### src/rtl/ahb_pkg.sv
// Shared AHB-Lite constants, controller state encoding and small helpers
// used by the initiator and its read-data aligner.
package ahb_pkg;

  localparam int ADDR_W = 32;
  localparam int DATA_W = 32;

  localparam logic [1:0] HTRANS_IDLE   = 2'b00;
  localparam logic [1:0] HTRANS_NONSEQ = 2'b10;

  localparam logic [2:0] HSIZE_BYTE    = 3'b000;
  localparam logic [2:0] HSIZE_HALF    = 3'b001;
  localparam logic [2:0] HSIZE_WORD    = 3'b010;
  localparam logic [2:0] HBURST_SINGLE = 3'b000;

  localparam logic HRESP_OKAY  = 1'b0;
  localparam logic HRESP_ERROR = 1'b1;

  typedef enum logic [1:0] {
    ST_IDLE = 2'b00,
    ST_ADDR = 2'b01,
    ST_DATA = 2'b10,
    ST_RESP = 2'b11
  } state_e;

  // Natural alignment check; sizes above a word are never legal.
  function automatic logic access_legal(input logic [1:0] addr_lo, input logic [2:0] size);
    logic ok;
    case (size)
      HSIZE_BYTE: ok = 1'b1;
      HSIZE_HALF: ok = (addr_lo[0] == 1'b0);
      HSIZE_WORD: ok = (addr_lo == 2'b00);
      default:    ok = 1'b0;
    endcase
    return ok;
  endfunction

  function automatic logic [DATA_W-1:0] replicate_wdata(input logic [DATA_W-1:0] wdata,
                                                        input logic [2:0] size);
    logic [DATA_W-1:0] lanes;
    case (size)
      HSIZE_BYTE: lanes = {4{wdata[7:0]}};
      HSIZE_HALF: lanes = {2{wdata[15:0]}};
      HSIZE_WORD: lanes = wdata;
      default:    lanes = {DATA_W{1'b0}};
    endcase
    return lanes;
  endfunction

endpackage

### src/rtl/ahb_master_ctrl_if.sv
// Request/response port of the local requester plus the AHB-Lite bus,
// seen from the initiator (master) or from the requester/slave side.
interface ahb_master_ctrl_if;
  import ahb_pkg::*;

  logic              cmd_valid;
  logic              cmd_ready;
  logic              cmd_write;
  logic [ADDR_W-1:0] cmd_addr;
  logic [2:0]        cmd_size;
  logic              cmd_signed;
  logic [3:0]        cmd_prot;
  logic [DATA_W-1:0] cmd_wdata;
  logic              rsp_valid;
  logic [DATA_W-1:0] rsp_rdata;
  logic              rsp_err;

  logic [ADDR_W-1:0] haddr;
  logic [1:0]        htrans;
  logic              hwrite;
  logic [2:0]        hsize;
  logic [2:0]        hburst;
  logic [3:0]        hprot;
  logic [DATA_W-1:0] hwdata;
  logic [DATA_W-1:0] hrdata;
  logic              hready;
  logic              hresp;

  modport master (
    input  cmd_valid, cmd_write, cmd_addr, cmd_size, cmd_signed, cmd_prot, cmd_wdata,
    output cmd_ready, rsp_valid, rsp_rdata, rsp_err,
    output haddr, htrans, hwrite, hsize, hburst, hprot, hwdata,
    input  hrdata, hready, hresp
  );

  modport slave (
    output cmd_valid, cmd_write, cmd_addr, cmd_size, cmd_signed, cmd_prot, cmd_wdata,
    input  cmd_ready, rsp_valid, rsp_rdata, rsp_err,
    input  haddr, htrans, hwrite, hsize, hburst, hprot, hwdata,
    output hrdata, hready, hresp
  );

endinterface

### src/rtl/ahb_rdata_align.sv
// Picks the addressed byte/halfword lane out of hrdata and extends it to
// 32 bits, sign- or zero-filled as the requester asked.
module ahb_rdata_align
  import ahb_pkg::*;
(
  input  logic [DATA_W-1:0] hrdata,
  input  logic [1:0]        addr_lo,
  input  logic [2:0]        size,
  input  logic              sign_ext,
  output logic [DATA_W-1:0] rdata
);

  logic [7:0]  byte_s;
  logic [15:0] half_s;

  // Lane selection and extension
  always_comb begin
    byte_s = 8'h00;
    half_s = 16'h0000;
    case (addr_lo)
      2'b00:   byte_s = hrdata[7:0];
      2'b01:   byte_s = hrdata[15:8];
      2'b10:   byte_s = hrdata[23:16];
      2'b11:   byte_s = hrdata[31:24];
      default: byte_s = 8'h00;
    endcase
    if (addr_lo[1]) begin
      half_s = hrdata[31:16];
    end else begin
      half_s = hrdata[15:0];
    end
    case (size)
      HSIZE_BYTE: rdata = {{24{sign_ext & byte_s[7]}}, byte_s};
      HSIZE_HALF: rdata = {{16{sign_ext & half_s[15]}}, half_s};
      HSIZE_WORD: rdata = hrdata;
      default:    rdata = {DATA_W{1'b0}};
    endcase
  end

endmodule

### src/rtl/ahb_master_ctrl.sv
// Single-outstanding AHB-Lite initiator: one request becomes one NONSEQ
// SINGLE transfer; every bus and response output is driven from a flop.
module ahb_master_ctrl
  import ahb_pkg::*;
(
  input  logic              clk,
  input  logic              rst,
  ahb_master_ctrl_if.master bus
);

  state_e            state_r, state_nxt_s;
  logic              cmd_write_r, cmd_signed_r;
  logic [ADDR_W-1:0] cmd_addr_r;
  logic [2:0]        cmd_size_r;
  logic [3:0]        cmd_prot_r;
  logic [DATA_W-1:0] cmd_wdata_r;
  logic              err_r, err_nxt_s;
  logic              accept_s, legal_s;
  logic [DATA_W-1:0] rdata_ext_s;

  logic              cmd_ready_r, cmd_ready_nxt_s;
  logic              rsp_valid_r, rsp_valid_nxt_s;
  logic              rsp_err_r, rsp_err_nxt_s;
  logic [DATA_W-1:0] rsp_rdata_r, rsp_rdata_nxt_s;
  logic [1:0]        htrans_r, htrans_nxt_s;
  logic [ADDR_W-1:0] haddr_r, haddr_nxt_s;
  logic              hwrite_r, hwrite_nxt_s;
  logic [2:0]        hsize_r, hsize_nxt_s;
  logic [3:0]        hprot_r, hprot_nxt_s;
  logic [DATA_W-1:0] hwdata_r, hwdata_nxt_s;

  assign accept_s = (state_r == ST_IDLE) && bus.cmd_valid;
  assign legal_s  = access_legal(bus.cmd_addr[1:0], bus.cmd_size);

  ahb_rdata_align u_rdata_align (
    .hrdata   (bus.hrdata),
    .addr_lo  (cmd_addr_r[1:0]),
    .size     (cmd_size_r),
    .sign_ext (cmd_signed_r),
    .rdata    (rdata_ext_s)
  );

  // State register
  always_ff @(posedge clk) begin
    if (rst) begin
      state_r <= ST_IDLE;
    end else begin
      state_r <= state_nxt_s;
    end
  end

  // Next-state logic; illegal requests skip the bus and answer at once
  always_comb begin
    state_nxt_s = state_r;
    case (state_r)
      ST_IDLE: begin
        if (bus.cmd_valid) begin
          state_nxt_s = legal_s ? ST_ADDR : ST_RESP;
        end else begin
          state_nxt_s = ST_IDLE;
        end
      end
      ST_ADDR: state_nxt_s = bus.hready ? ST_DATA : ST_ADDR;
      ST_DATA: state_nxt_s = bus.hready ? ST_RESP : ST_DATA;
      ST_RESP: state_nxt_s = ST_IDLE;
      default: state_nxt_s = ST_IDLE;
    endcase
  end

  // Next values of the registered outputs; an hresp seen in any data-phase
  // cycle (including the first, non-ready one) sticks until completion.
  always_comb begin
    haddr_nxt_s  = haddr_r;
    hwrite_nxt_s = hwrite_r;
    hsize_nxt_s  = hsize_r;
    hprot_nxt_s  = hprot_r;
    hwdata_nxt_s = hwdata_r;
    err_nxt_s    = err_r;
    if (accept_s) begin
      err_nxt_s = ~legal_s;
      if (legal_s) begin
        haddr_nxt_s  = bus.cmd_addr;
        hwrite_nxt_s = bus.cmd_write;
        hsize_nxt_s  = bus.cmd_size;
        hprot_nxt_s  = bus.cmd_prot;
      end else begin
        haddr_nxt_s  = haddr_r;
      end
    end else if (state_r == ST_DATA) begin
      err_nxt_s = err_r | (bus.hresp == HRESP_ERROR);
    end else begin
      err_nxt_s = err_r;
    end
    if ((state_r == ST_ADDR) && bus.hready) begin
      hwdata_nxt_s = cmd_write_r ? replicate_wdata(cmd_wdata_r, cmd_size_r) : {DATA_W{1'b0}};
    end else begin
      hwdata_nxt_s = hwdata_r;
    end
    if ((state_r == ST_DATA) && bus.hready && !cmd_write_r && !err_nxt_s) begin
      rsp_rdata_nxt_s = rdata_ext_s;
    end else begin
      rsp_rdata_nxt_s = {DATA_W{1'b0}};
    end
    cmd_ready_nxt_s = (state_nxt_s == ST_IDLE);
    rsp_valid_nxt_s = (state_nxt_s == ST_RESP);
    rsp_err_nxt_s   = (state_nxt_s == ST_RESP) && err_nxt_s;
    htrans_nxt_s    = (state_nxt_s == ST_ADDR) ? HTRANS_NONSEQ : HTRANS_IDLE;
  end

  // Output and error-flag registers
  always_ff @(posedge clk) begin
    if (rst) begin
      cmd_ready_r <= 1'b1;
      rsp_valid_r <= 1'b0;
      rsp_err_r   <= 1'b0;
      rsp_rdata_r <= {DATA_W{1'b0}};
      htrans_r    <= HTRANS_IDLE;
      haddr_r     <= {ADDR_W{1'b0}};
      hwrite_r    <= 1'b0;
      hsize_r     <= HSIZE_BYTE;
      hprot_r     <= 4'b0000;
      hwdata_r    <= {DATA_W{1'b0}};
      err_r       <= 1'b0;
    end else begin
      cmd_ready_r <= cmd_ready_nxt_s;
      rsp_valid_r <= rsp_valid_nxt_s;
      rsp_err_r   <= rsp_err_nxt_s;
      rsp_rdata_r <= rsp_rdata_nxt_s;
      htrans_r    <= htrans_nxt_s;
      haddr_r     <= haddr_nxt_s;
      hwrite_r    <= hwrite_nxt_s;
      hsize_r     <= hsize_nxt_s;
      hprot_r     <= hprot_nxt_s;
      hwdata_r    <= hwdata_nxt_s;
      err_r       <= err_nxt_s;
    end
  end

  // Latched copy of the accepted request
  always_ff @(posedge clk) begin
    if (rst) begin
      cmd_write_r  <= 1'b0;
      cmd_signed_r <= 1'b0;
      cmd_addr_r   <= {ADDR_W{1'b0}};
      cmd_size_r   <= HSIZE_BYTE;
      cmd_prot_r   <= 4'b0000;
      cmd_wdata_r  <= {DATA_W{1'b0}};
    end else if (accept_s) begin
      cmd_write_r  <= bus.cmd_write;
      cmd_signed_r <= bus.cmd_signed;
      cmd_addr_r   <= bus.cmd_addr;
      cmd_size_r   <= bus.cmd_size;
      cmd_prot_r   <= bus.cmd_prot;
      cmd_wdata_r  <= bus.cmd_wdata;
    end else begin
      cmd_write_r  <= cmd_write_r;
    end
  end

  assign bus.cmd_ready = cmd_ready_r;
  assign bus.rsp_valid = rsp_valid_r;
  assign bus.rsp_err   = rsp_err_r;
  assign bus.rsp_rdata = rsp_rdata_r;
  assign bus.htrans    = htrans_r;
  assign bus.haddr     = haddr_r;
  assign bus.hwrite    = hwrite_r;
  assign bus.hsize     = hsize_r;
  assign bus.hburst    = HBURST_SINGLE;
  assign bus.hprot     = hprot_r;
  assign bus.hwdata    = hwdata_r;

endmodule

### src/flat_wrapper.sv
// flat-port wrapper written by rule: the top's interface ports become plain ports
module ahb_master_ctrl_flat import ahb_pkg::*;
  (clk, rst, bus_cmd_valid, bus_cmd_write, bus_cmd_addr, bus_cmd_size, bus_cmd_signed, bus_cmd_prot, bus_cmd_wdata, bus_cmd_ready, bus_rsp_valid, bus_rsp_rdata, bus_rsp_err, bus_haddr, bus_htrans, bus_hwrite, bus_hsize, bus_hburst, bus_hprot, bus_hwdata, bus_hrdata, bus_hready, bus_hresp);
  ahb_master_ctrl_if bus_i ();
  input  logic clk;
  input  logic rst;
  input wire logic [$bits(bus_i.cmd_valid)-1:0] bus_cmd_valid;
  input wire logic [$bits(bus_i.cmd_write)-1:0] bus_cmd_write;
  input wire logic [$bits(bus_i.cmd_addr)-1:0] bus_cmd_addr;
  input wire logic [$bits(bus_i.cmd_size)-1:0] bus_cmd_size;
  input wire logic [$bits(bus_i.cmd_signed)-1:0] bus_cmd_signed;
  input wire logic [$bits(bus_i.cmd_prot)-1:0] bus_cmd_prot;
  input wire logic [$bits(bus_i.cmd_wdata)-1:0] bus_cmd_wdata;
  output wire logic [$bits(bus_i.cmd_ready)-1:0] bus_cmd_ready;
  output wire logic [$bits(bus_i.rsp_valid)-1:0] bus_rsp_valid;
  output wire logic [$bits(bus_i.rsp_rdata)-1:0] bus_rsp_rdata;
  output wire logic [$bits(bus_i.rsp_err)-1:0] bus_rsp_err;
  output wire logic [$bits(bus_i.haddr)-1:0] bus_haddr;
  output wire logic [$bits(bus_i.htrans)-1:0] bus_htrans;
  output wire logic [$bits(bus_i.hwrite)-1:0] bus_hwrite;
  output wire logic [$bits(bus_i.hsize)-1:0] bus_hsize;
  output wire logic [$bits(bus_i.hburst)-1:0] bus_hburst;
  output wire logic [$bits(bus_i.hprot)-1:0] bus_hprot;
  output wire logic [$bits(bus_i.hwdata)-1:0] bus_hwdata;
  input wire logic [$bits(bus_i.hrdata)-1:0] bus_hrdata;
  input wire logic [$bits(bus_i.hready)-1:0] bus_hready;
  input wire logic [$bits(bus_i.hresp)-1:0] bus_hresp;
  assign bus_i.cmd_valid = bus_cmd_valid;
  assign bus_i.cmd_write = bus_cmd_write;
  assign bus_i.cmd_addr = bus_cmd_addr;
  assign bus_i.cmd_size = bus_cmd_size;
  assign bus_i.cmd_signed = bus_cmd_signed;
  assign bus_i.cmd_prot = bus_cmd_prot;
  assign bus_i.cmd_wdata = bus_cmd_wdata;
  assign bus_cmd_ready = bus_i.cmd_ready;
  assign bus_rsp_valid = bus_i.rsp_valid;
  assign bus_rsp_rdata = bus_i.rsp_rdata;
  assign bus_rsp_err = bus_i.rsp_err;
  assign bus_haddr = bus_i.haddr;
  assign bus_htrans = bus_i.htrans;
  assign bus_hwrite = bus_i.hwrite;
  assign bus_hsize = bus_i.hsize;
  assign bus_hburst = bus_i.hburst;
  assign bus_hprot = bus_i.hprot;
  assign bus_hwdata = bus_i.hwdata;
  assign bus_i.hrdata = bus_hrdata;
  assign bus_i.hready = bus_hready;
  assign bus_i.hresp = bus_hresp;
  ahb_master_ctrl u_core (.clk(clk), .rst(rst), .bus(bus_i));
endmodule
### config.mk
export PLATFORM = sky130hd
export DESIGN_NAME = ahb_master_ctrl_flat
export DESIGN_NICKNAME = d
export VERILOG_FILES = /design/src/rtl/ahb_pkg.sv /design/src/rtl/ahb_master_ctrl_if.sv /design/src/rtl/ahb_rdata_align.sv /design/src/rtl/ahb_master_ctrl.sv /design/src/flat_wrapper.sv
export SDC_FILE = /design/constraint.sdc
export NUM_CORES = 1
export LEC_CHECK = 0
export ABC_AREA = 0
export CAP_MARGIN = 20
export CORE_ASPECT_RATIO = 1.4
export CORE_UTILIZATION = 25
export DETAILED_ROUTE_END_ITERATION = 8
export PLACE_DENSITY_LB_ADDON = 0.2
export SYNTH_ARGS = -nofsm -noshare
export SYNTH_HDL_FRONTEND = slang
export SYNTH_HIERARCHICAL = 1
export SYNTH_SLANG_ARGS = --single-unit
### constraint.sdc
create_clock -name clk -period 2.4 [get_ports clk]
set_clock_uncertainty 0.05 [all_clocks]
set_input_delay 0.36 -clock clk [delete_from_list [all_inputs] [get_ports clk]]
set_output_delay 0.36 -clock clk [all_outputs]
set_load 0.005 [all_outputs]
# == Yosys cells after proc, flatten, opt, wreduce, memory -nomap -nowiden ==
# Cells that the tools add are included.
# classes
eq_ne,12
muxes,14
n_bitwise,6
n_reduce_logical,16
# ops
cell,n
32-bit one-hot mux with 3 select lines,2
32-bit two-way mux,1
8-bit one-hot mux with 4 select lines,1
16-bit two-way mux,1
"2-bit == test, second input constant",5
2-bit logical NOT,4
2-bit two-way mux,4
2-bit one-hot mux with 4 select lines,1
"2-bit by 1-bit == test with 1-bit output, second input constant",3
"3-bit by 1-bit == test with 1-bit output, second input constant",2
"3-bit by 2-bit == test with 1-bit output, second input constant",2
1-bit logical AND,6
3-bit logical NOT,2
1-bit two-way mux,3
1-bit inverter,3
1-bit one-hot mux with 3 select lines,1
1-bit AND,2
1-bit logical NOT,2
2-bit AND reduction,1
2-bit OR reduction,1
1-bit OR,1
# totals
regBits,151
inputBits,110
out_inout_bits,112
word_cells,65

# == Depth between registers and ports, before layout ==
# depth
depth_word,8
ltp_mapped,8
mapped_depth_nobuf,5

# == Modules after synthesis ==
# The synthesis kept the hierarchy.
# modules_own_cells
module,instances,cells_per_inst,area_each_um2,seq_area_each_um2
ahb_master_ctrl,1,668,6034.5,3002.9
ahb_rdata_align,1,163,1287.5,0.0

# == Least setup slack after synthesis ==
# No wires, ideal clock.
# synth_path
path_kind,register to register
start,register u_core.state_r[1]
end,register u_core.haddr_r[18] (netlist: u_core/bus.haddr[18])
setup_time_ns,0.072
arrival_ns,1.420
required_ns,2.278
slack_ns,0.859
path_stages_with_launch,8
n_path_buf,4
period_less_slack_ns,1.541
path_cell_list,dfxtp_1 buf_6 nor4b_4 o21a_1 buf_2 buf_6 buf_8 mux2i_1
# synth_via
elab_chain_cells,3
# synth_rtl
item,line_no,source
"start, declared",ahb_master_ctrl.sv:11,"state_e state_r, state_nxt_s;"
"start signal, assigned",ahb_master_ctrl.sv:48,state_r <= state_nxt_s;
2-bit logical NOT,ahb_master_ctrl.sv:32,assign accept_s = (state_r == ST_IDLE) && bus.cmd_valid;
1-bit logical AND,ahb_master_ctrl.sv:32,
2-bit AND reduction (no source line),n/a,
"end signal, assigned",ahb_master_ctrl.sv:118,haddr_r <= {ADDR_W{1'b0}};
"end signal, assigned",ahb_master_ctrl.sv:130,haddr_r <= haddr_nxt_s;
"end, declared",ahb_master_ctrl.sv:26,"logic [ADDR_W-1:0] haddr_r, haddr_nxt_s;"
# Every way passes these cells.
# A chain may end at the register's enable or synchronous reset.

# == Final worst setup path ==
# layout_path
start,register u_core.cmd_size_r[1]
end,register u_core.hwdata_r[15] (netlist: u_core/bus.hwdata[15])
# layout_via
elab_chain_cells,3
word_cells_on_any_way,5
cone_classes,eq/ne: 2; mux: 2; reduce/logical: 1
# layout_rtl
item,line_no,source
"start, declared",ahb_master_ctrl.sv:14,logic [2:0] cmd_size_r;
"start signal, assigned",ahb_master_ctrl.sv:152,cmd_size_r <= bus.cmd_size;
"3-bit by 2-bit == test with 1-bit output, or another cell as far along",ahb_pkg.sv:41,case (size)
32-bit one-hot mux with 3 select lines (*),ahb_pkg.sv:41,
32-bit two-way mux (*),ahb_master_ctrl.sv:95,"hwdata_nxt_s = cmd_write_r ? replicate_wdata(cmd_wdata_r, cmd_size_r) : {DATA_W{1'b0}};"
"end signal, assigned",ahb_master_ctrl.sv:122,hwdata_r <= {DATA_W{1'b0}};
"end signal, assigned",ahb_master_ctrl.sv:134,hwdata_r <= hwdata_nxt_s;
"end, declared",ahb_master_ctrl.sv:30,"logic [DATA_W-1:0] hwdata_r, hwdata_nxt_s;"
# Every way passes the cells marked *; elsewhere a longest branch is shown, timed or not.

==> results.sh <==
export IMPL_hold_ws_ns=0.288
export IMPL_vias_per_cell=4.69
export IMPL_fmax_ghz=0.490
export IMPL_p_comb_share_pct=17.8
export IMPL_die_height_um=204
export IMPL_drv_slew=0
export IMPL_fin_crit_sh_pct=85.0
export IMPL_hold_viol=0
export IMPL_cts_sinks=150
export IMPL_clkSlewWorstSetupHoldPaths_ns=0.06
export IMPL_reg2reg_slack_ns=0.36
export IMPL_route_detailed_drc=0
export IMPL_synth_edf_count=0
export IMPL_layout_drive_gt1_share_pct=14.2
export IMPL_synthXorXnorAreaFrac_pct=0.120
export IMPL_avgSynthCellArea_um2=8.81
export IMPL_grt_pass1_wl_mm=37.7
export IMPL_hpwl_mm=17.3
export IMPL_worstHoldPathCells=3
export IMPL_cap_violations=0
export IMPL_status="finished clean"
export IMPL_clock_tree_root_cell="clkbuf_16"
export IMPL_dr_pass1_iters=5
export IMPL_endpoint_kind="flip-flop"
export IMPL_synth_top_family_by_area="compound AO/OA/AOI/OAI gates"
export IMPL_diodes=0
export IMPL_switching_power_mw=1.77
export IMPL_hp_class="input port to flip-flop"
export IMPL_syn_instance_count=831
export IMPL_setup_viol=0
export IMPL_rsz0062_at_grt="false"
export IMPL_antenna_found_initial=0
export IMPL_die_w_um=147
export IMPL_path_delay_family="XOR/XNOR gates"
export IMPL_pwr_share_seq_pct=40.6
export IMPL_clk_path_buf_depth=2
export IMPL_wl_per_cell_um=17.3
export IMPL_insertion_delay_ns=0.42
export IMPL_synthFlopType="dfxtp_1"
export IMPL_grt_pass1_vias=6585
export IMPL_io_buffers=217
export IMPL_area_growth_pct=42.8
export IMPL_leakage_nw=3.62
export IMPL_r2r_cells=4
export IMPL_synth_cell_types=52
export IMPL_pwr_density_cell_nw_per_um2=632
export IMPL_crit_chain="buf_4 > xor2_1 > a22oi_1 > o21ai_0"
export IMPL_nFillCells=2945
export IMPL_vias=6594
export IMPL_wl_mm=24.4
export IMPL_yosysSeqAreaShare_pct=41.0
export IMPL_period_minus_slack_ns=2.04
export IMPL_track_usage_pct=16.4
export IMPL_critPathLaunchType="flip-flop"
export IMPL_crit_required_ns=2.69
export IMPL_fin_cells=1406
export IMPL_p_int_mw=4.84
export IMPL_critical_path_class="flip-flop to flip-flop"
export IMPL_place_congestion=0.796
export IMPL_cts_buffers=17
export IMPL_start_util_pct=25.6
export IMPL_max_slew_worst_pin_slew_ns=0.628
export IMPL_regToRegStartpoint="u_core/cmd_size_r[1]"
export IMPL_r2r_end="u_core/bus.hwdata[15]"
export IMPL_grt_max_degree=68
export IMPL_mostFrequentLayoutCells="216 x clkdlybuf4s50_1, 188 x nand2_1, 148 x dfxtp_1"
export IMPL_synthArstFlopShare_pct=0
export IMPL_drt_iter0_drc=297
export IMPL_hold_start="rst"
export IMPL_cp_arrival_ns=2.33
export IMPL_p_sw_share_pct=26.7
export IMPL_die_area_um2=30000
export IMPL_synth_compound_area_share_pct=20.4
export IMPL_synth_simple_area_share_pct=18.3
export IMPL_yosysWarnings=6
export IMPL_critPathMaxStageDelay_ns=0.54
export IMPL_cts_setup_buffers=0
export IMPL_core_area_um2=28600
export IMPL_holdPathEnd="u_core/bus.cmd_ready"
export IMPL_synth_seq_cells=150
export IMPL_top_layer="met4"
export IMPL_fin_nets=1129
export IMPL_dr_wl_met3_mm=1.11
export IMPL_ioPinCount=222
export IMPL_hold_buffers=0
export IMPL_ant_nets=0
export IMPL_dp_cells=1375
export IMPL_peakVddDrop_v=0.000455
export IMPL_synth_mux_area_share_pct=11.8
export IMPL_slowest_stage="xor2_1"
export IMPL_synthAdderAreaFrac_pct=0
export IMPL_layout_commonest_cell="clkdlybuf4s50_1"
export IMPL_ctsResizeCount=0
export IMPL_cts_max_level=4
export IMPL_grt_ovfl_total=0
export IMPL_p_clk_share_pct=41.6
export IMPL_slew_headroom_pct=57.6
export IMPL_rows=73
export IMPL_cts_tree="built"
export IMPL_fin_setup_tns_ns=0
export IMPL_synth_area_um2=7320
export IMPL_crit_buf_inv=1
export IMPL_crit_path_max_fanout=29
export IMPL_dr_wl_met2_mm=12.5
export IMPL_wl_met1_mm=10.1
## registers in the layout, summed over array words and instances, names as in the netlist, 3 cells and up
register              count
u_core/bus.haddr         32
u_core/bus.hprot          4
u_core/bus.hsize          3
u_core/bus.hwdata        32
u_core/bus.rsp_rdata     32
u_core/cmd_size_r         3
u_core/cmd_wdata_r       32
## tightest hold or removal path, delay by kind of cell
family                 cells  cell delay (ns)
and+or+nand+nor            1             0.12
buffers and inverters      2             0.25
## cells by family after synthesis
kind of cell	Yosys count
buffers and inverters	121
other	1
AO/OA/AOI/OAI	205
flip-flops	150
XOR/XNOR	1
AND/OR/NAND/NOR	273
multiplexers	80
## power by group through the flow
stage / clock, mW / sequential [mW] / combinational, mW
final: 2.75 / 2.69 / 1.17
after global routing: 2.95 / 2.70 / 1.28
after CTS: 2.84 / 2.69 / 1.18
after detailed placement: 0 / 2.74 / 1.18
after global placement: 0 / 2.74 / 1.18
after floorplan: 0 / 2.69 / 0.732
## layout make-up
type | count | area, um^2 | share of cell area (%)
Timing Repair Buffer | 252 | 2500 | 24.0
Sequential cell | 150 | 3010 | 28.7
Multi-Input combinational cell | 563 | 3740 | 35.8
Clock inverter | 10 | 128 | 1.22
Inverter | 35 | 131 | 1.26
Clock buffer | 21 | 470 | 4.50
Tap cell | 375 | 469 | 4.49
## how the worst max path moves through the flow
stage,endpoint,slack (ns),from,depth (start not counted)
global placement,u_core/bus.rsp_rdata[1],0.23,bus_hready,4
finish,u_core/bus.hwdata[15],0.36,u_core/cmd_size_r[1],4
floorplan,u_core/bus.haddr[18],0.86,u_core/state_r[1],7
CTS,u_core/bus.hwdata[15],0.37,u_core/cmd_size_r[1],4
global route,u_core/bus.hwdata[15],0.18,u_core/cmd_size_r[1],4
detailed placement,u_core/bus.hprot[2],0.22,bus_cmd_valid,5
## through the flow
step | setup WS [ns] | cell area (um^2) | power (mW) | util (%)
after detailed placement | 0.221 | 9860 | 3.92 | 34.5
after global placement | 0.234 | 9860 | 3.92 | 34.5
final | 0.360 | 10500 | 6.61 | 36.6
after floorplan | 0.859 | 7330 | 3.42 | -
after global routing | 0.179 | 10500 | 6.93 | 36.6
after CTS | 0.371 | 10500 | 6.71 | 36.6
## Yosys cell counts (all sizes together), types with 2 or more instances
master	instances	area, um^2
a21oi	68	340
inv	35	131
nand4	9	56.3
mux2i	48	480
and3b	10	87.6
o21a	3	22.5
or3	2	12.5
nor4b	2	38.8
clkbuf	41	155
buf	45	328
a221oi	15	150
nand3	17	85.1
nor2b	14	87.6
a2bb2oi	8	70.1
a31oi	17	106
dfxtp	150	3000
a22oi	17	141
nand2	189	712
o2111ai	8	70.1
nor2	3	13.8
mux2	32	383
o21ai	34	170
nor4bb	15	150
a211oi	32	390
and3	4	25.0
## layer usage
layer | vias up | GRT usage, %
li1 | 3276 | -
met1 | 3107 | 19.5
met2 | 181 | 28.8
met3 | 30 | 3.18
met4 | 0 | 6.47
met5 | - | 0
Power figures use the tool's default switching activity.
